==> config.mk <==
export PLATFORM = sky130hd
export DESIGN_NAME = first_nios2_system_sysid_arbiter
export DESIGN_NICKNAME = d
export VERILOG_FILES = /design/src/rtl/first_nios2_system_sysid_arb_pkg.sv /design/src/rtl/first_nios2_system_sysid_rr2.sv /design/src/rtl/first_nios2_system_sysid_arbiter.sv
export SDC_FILE = /design/constraint.sdc
export NUM_CORES = 1
export LEC_CHECK = 0
export BUFFER_PORTS_ARGS = -buffer_cell sky130_fd_sc_hd__buf_2
export CORE_ASPECT_RATIO = 0.7
export CORE_MARGIN = 2
export CORE_UTILIZATION = 30
export CTS_CLUSTER_DIAMETER = 80
export DETAILED_ROUTE_END_ITERATION = 10
export SETUP_SLACK_MARGIN = 0.2
export SYNTH_ARGS = -nofsm -noshare
export SYNTH_HDL_FRONTEND = slang
export SYNTH_SLANG_ARGS = --single-unit
export TNS_END_PERCENT = 10
==> constraint.sdc <==
create_clock -name clock -period 5.4 [get_ports clock]
set_input_delay 1.08 -clock clock [delete_from_list [all_inputs] [get_ports clock]]
set_output_delay 1.08 -clock clock [all_outputs]
set_load 0.02 [all_outputs]
==> src/rtl/first_nios2_system_sysid_arb_pkg.sv <==
// Shared constants for the two-master sysid arbiter: FSM state encoding,
// master count and the default readdata width.
package first_nios2_system_sysid_arb_pkg;

  localparam int unsigned NUM_MASTERS    = 2;
  localparam int unsigned DATA_W_DEFAULT = 32;

  // FSM state encoding
  localparam int unsigned STATE_W   = 2;
  localparam logic [1:0]  ST_IDLE   = 2'd0;
  localparam logic [1:0]  ST_ACCESS = 2'd1;
  localparam logic [1:0]  ST_RESP   = 2'd2;

endpackage

==> src/rtl/first_nios2_system_sysid_rr2.sv <==
// Two-way round-robin choice, purely combinational.
//   req   : read requests, bit i for master i
//   ptr   : index of the master granted last
//   grant : one-hot winner (all zero when nothing is requested)
module first_nios2_system_sysid_rr2
  import first_nios2_system_sysid_arb_pkg::*;
(
  input  logic [NUM_MASTERS-1:0] req,
  input  logic                   ptr,
  output logic [NUM_MASTERS-1:0] grant
);

  // On a tie the master that was not granted last wins.
  always_comb begin
    grant = '0;
    case (req)
      2'b01:   grant = 2'b01;
      2'b10:   grant = 2'b10;
      2'b11:   grant = ptr ? 2'b01 : 2'b10;
      default: grant = '0;
    endcase
  end

endmodule

==> src/rtl/first_nios2_system_sysid_arbiter.sv <==
// Two-master arbiter in front of the sysid control slave.
// Each accepted read takes one ACCESS cycle (slave addressed, data captured)
// followed by one RESP cycle (readdatavalid pulse), giving one read per two
// cycles back to back and a three-cycle request-to-data latency from idle.
//   clock, reset                   : single clock, async active-high reset
//   m0_/m1_address, m0_/m1_read    : master commands
//   m0_/m1_waitrequest             : low only for the granted master in ACCESS
//   m0_/m1_readdata, _readdatavalid: registered responses
//   s_address / s_readdata         : sysid slave side (slave data is combinational)
//   err                            : sticky protocol-violation flags per master
module first_nios2_system_sysid_arbiter
  import first_nios2_system_sysid_arb_pkg::*;
#(
  parameter int unsigned DATA_W    = DATA_W_DEFAULT,
  parameter logic        RESET_PTR = 1'b1
) (
  input  logic              clock,
  input  logic              reset,
  input  logic              m0_address,
  input  logic              m0_read,
  output logic              m0_waitrequest,
  output logic [DATA_W-1:0] m0_readdata,
  output logic              m0_readdatavalid,
  input  logic              m1_address,
  input  logic              m1_read,
  output logic              m1_waitrequest,
  output logic [DATA_W-1:0] m1_readdata,
  output logic              m1_readdatavalid,
  output logic              s_address,
  input  logic [DATA_W-1:0] s_readdata,
  output logic [1:0]        err
);

  logic [STATE_W-1:0]     state, state_nxt;
  logic                   grant, grant_nxt;   // index of the master being served
  logic                   ptr, ptr_nxt;       // index of the last completed grant
  logic [NUM_MASTERS-1:0] req, rr_grant;
  logic [NUM_MASTERS-1:0] wait_q, wait_nxt;
  logic [NUM_MASTERS-1:0] rdv_q, rdv_nxt;
  logic [NUM_MASTERS-1:0] err_q, err_nxt;
  logic [DATA_W-1:0]      rd0_q, rd0_nxt, rd1_q, rd1_nxt;
  logic                   granted_read;

  assign req = {m1_read, m0_read};

  first_nios2_system_sysid_rr2 u_rr2 (
    .req   (req),
    .ptr   (ptr),
    .grant (rr_grant)
  );

  assign granted_read = grant ? m1_read : m0_read;

  // Slave address follows the granted master live, so a late address change
  // before acceptance is honoured.
  assign s_address = (state == ST_ACCESS) ? (grant ? m1_address : m0_address) : 1'b0;

  // State register
  always_ff @(posedge clock or posedge reset) begin
    if (reset) begin
      state <= ST_IDLE;
      grant <= 1'b0;
      ptr   <= RESET_PTR;
      wait_q <= '1;
      rdv_q  <= '0;
      err_q  <= '0;
      rd0_q  <= '0;
      rd1_q  <= '0;
    end else begin
      state  <= state_nxt;
      grant  <= grant_nxt;
      ptr    <= ptr_nxt;
      wait_q <= wait_nxt;
      rdv_q  <= rdv_nxt;
      err_q  <= err_nxt;
      rd0_q  <= rd0_nxt;
      rd1_q  <= rd1_nxt;
    end
  end

  // Next-state and registered-output logic
  always_comb begin
    state_nxt = state;
    grant_nxt = grant;
    ptr_nxt   = ptr;
    rdv_nxt   = '0;
    err_nxt   = err_q;
    rd0_nxt   = rd0_q;
    rd1_nxt   = rd1_q;
    wait_nxt  = '1;

    case (state)
      ST_IDLE: begin
        if (|req) begin
          state_nxt = ST_ACCESS;
          grant_nxt = (rr_grant == 2'b10);
        end
      end
      ST_ACCESS: begin
        if (granted_read) begin
          if (grant) rd1_nxt = s_readdata;
          else       rd0_nxt = s_readdata;
          rdv_nxt[grant] = 1'b1;
          ptr_nxt        = grant;
          state_nxt      = ST_RESP;
        end else begin
          // Master withdrew its read while being served.
          err_nxt[grant] = 1'b1;
          state_nxt      = ST_IDLE;
        end
      end
      ST_RESP: begin
        if (|req) begin
          state_nxt = ST_ACCESS;
          grant_nxt = (rr_grant == 2'b10);
        end else begin
          state_nxt = ST_IDLE;
        end
      end
      default: state_nxt = ST_IDLE;
    endcase

    // Waitrequest is registered: drop it for the master entering ACCESS.
    if (state_nxt == ST_ACCESS) wait_nxt[grant_nxt] = 1'b0;
  end

  assign m0_waitrequest   = wait_q[0];
  assign m1_waitrequest   = wait_q[1];
  assign m0_readdatavalid = rdv_q[0];
  assign m1_readdatavalid = rdv_q[1];
  assign m0_readdata      = rd0_q;
  assign m1_readdata      = rd1_q;
  assign err              = err_q;

endmodule

==> results.yml <==
outcome:
  status: "complete, no violations"
grt:
  gr-total-overflow: 0
  grt_use_met1_pct: 16.3
  top_usage_layer: "met1"
  grt_pass1_wl_um: 9180
  use_met2_pct: 15.0
  grt_use_met3_pct: 5.63
  antenna_found_initial: 0
  grt_usage_pct: 11.6
  grt_pass1_vias: 1756
  grt_max_degree: 41
synthesis:
  netlist_area_sq_um: 2960
  yosysSeqAreaShare_pct: 62.7
  synthDistinctLibCells: 24
  synth_warnings: 0
  postSynthCellCount: 172
  synth_fp_nets: 210
  ys_seq_elements: 74
  avgSynthCellArea_sq_um: 17.2
critical_path:
  crit_required_ns: 4.32
  cp_num_buf_inv: 2
  cp-start-kind: "input pin"
  crit_chain: "buf_2, mux2i_1, nor2_1, buf_2"
  worst-path-stages: 4
  reg2reg_depth: 3
  rrSetupSlack_ns: 3.45
  r2r_start: "grant$_DFF_PP0_"
  cp_max_fo: 1
  cp.arrival_ns: 1.50
  reg2reg_to: "m1_readdata[17]$_DFFE_PP0P_"
  cpPeakStageDelay_ns: 0.15
  end_kind: "output pin"
  crit_family: "buffers and inverters"
  critical_path_class: "input pin to output pin"
  cp_common_cell: "buf_2"
  slowest_stage: "buf_2"
sta:
  setup_slack_ns: 2.82
  finClkSkew_ns: 0.00608
  worst_pin_slew_ns: 0.727
  maxSlewHeadroom_pct: 51.5
  setup_viol: 0
  fin_crit_ns: 2.58
  setup_tns_ns: 0
  slew_viol_final: 0
  period_share_pct: 47.8
  max_freq_mhz: 388
  rsz0062_at_grt: "false"
  finalHoldViolCount: 0
hold_path:
  holdCritStartpoint: "err[1]$_DFFE_PP0P_"
  whs_endpoint: "err[1]$_DFFE_PP0P_"
  whs_path_depth: 1
  min_path_type: "flip-flop to flip-flop"
cells_and_area:
  nets: 324
  syn2layout_area_growth_pct: 30.3
  layout_commonest_cell: "buf_2"
  final_core_util_pct: 40.0
  diodes: 0
  drive_above_1_share_pct: 67.4
  layout_common_cells: "108 x buf_2, 71 x dfrtp_1, 35 x mux2_2, 29 x mux2_4, 9 x clkbuf_16"
clock_tree:
  cts_setup_buffers: 0
  cts-root-buf: "clkbuf_16"
  cts_resized: 0
  clkTransAtPathRegs_ns: 0.05
  cts_buffers: 9
  insertion_delay_ns: 0.33
  clock_sink_count: 74
  hold_buffers: 0
  tritoncts: "done"
  h-tree-depth: 3
  cts.path.max_buffers: 2
power_and_ir_drop:
  ir_worst_vdd_uv: 250
  p_leak_nw: 1.92
  powerDensity_nw_per_um2: 633
placement:
  port_buffers: 108
  globalplace.congestion: 0.754
  place_ws_ns: 2.77
  hpwlAfterDp_um: 4160
routing:
  final_antenna_net_count: 0
  wl_per_cell_um: 14.0
  drt-initial-drc-count: 37
  dr.pass1.iters: 3
  route.detailed.drc: 0
  via_per_inst: 4.31
  vias: 1807
  finalWirelength_um: 5850
floorplanning:
  rows: 30
  core_sq_um: 9650
  io_pins: 109
  die_h_um: 87.1
  initial_utilization_pct: 30.7
  die-area_sq_um: 10700
  die_w_um: 123
flow_run:
  drv_cap: 0
worst reg2reg max path, cell delays in order (launching register included):
cell      delay, ns
dfrtp_1        0.56
nand4b_2       0.53
buf_4          0.44
mux2_2         0.31
worst max-delay path by stage:
stage               startpoint                           to  slack, ns
CTS                 m1_address                    s_address       2.82
global route        m1_address                    s_address       2.77
floorplan                reset           err[0]$_DFFE_PP0P_       2.44
finish              m1_address                    s_address       2.82
detailed placement     m1_read  m1_readdata[17]$_DFFE_PP0P_       2.77
global placement    m1_address                    s_address       2.83
cell usage after synthesis (all sizes together):
cell / instances / area (sq um)
a21o: 1 / 7.51
a32o: 1 / 10.0
and3b: 1 / 10.0
buf: 8 / 93.8
clkbuf: 1 / 5.00
dfrtp: 71 / 1780
dfstp: 3 / 78.8
inv: 5 / 18.8
mux2: 64 / 830
mux2i: 2 / 20.0
nand2: 2 / 7.51
nand2b: 2 / 12.5
nand3: 1 / 5.00
nand4b: 1 / 15.0
nor2: 4 / 15.0
nor4bb: 1 / 25.0
o211ai: 1 / 7.51
o21bai: 1 / 7.51
o31ai: 1 / 7.51
or2b: 1 / 7.51
area by class of cell:
type                    instances  area, sq um
fillers                       887         5790
inverters                       5         18.8
multi-input cells              84          987
repair buffers                112          571
clock buffers                  13          250
well taps                     128          160
flip-flops and latches         74         1860
clock inverters                 3         15.0
per-stage QoR:
stage | std cells | hold WS (ns) | total power [mW] | area (sq um)
global route | 419 | 0.502 | 2.58 | 3860
detailed placement | 403 | 0.470 | 1.93 | 3590
finish | 419 | 0.477 | 2.44 | 3860
CTS | 419 | 0.485 | 2.48 | 3860
global placement | 403 | 0.455 | 1.92 | 3590
floorplan | 172 | 0.485 | 1.60 | 2960
report_power, final:
| group | total [mW] | switching [mW] | internal [mW] |
|---|---|---|---|
| registers | 0.953 | 0.140 | 0.813 |
| logic | 0.957 | 0.518 | 0.439 |
| clock network | 0.532 | 0.211 | 0.321 |
| total | 2.44 | 0.869 | 1.57 |
registers in the layout, summed over array words and instances, names as in the netlist:
name,flops
ptr,1
m1_readdata,32
err,2
wait_q,2
m0_readdata,32
grant,1
rdv_q,2
state,2
cell families (layout without fill, tap and decap cells):
| kind of cell | Yosys count | in the layout | synth area share, % |
|---|---|---|---|
| muxes | 66 | 66 | 28.7 |
| AOI/OAI and AO/OA | 5 | 5 | 1.35 |
| DFF | 74 | 74 | 62.7 |
| buffers and inverters | 14 | 133 | 3.97 |
| and+or+nand+nor | 13 | 13 | 3.30 |
per-layer routing:
layer  vias to the layer above  wire length (um)
li1                        827                 -
met1                       900              2900
met2                        72              2340
met3                         8               539
met4                         0                71
met5                         -                 0
Note: power is estimated with default switching activity, not from simulation.
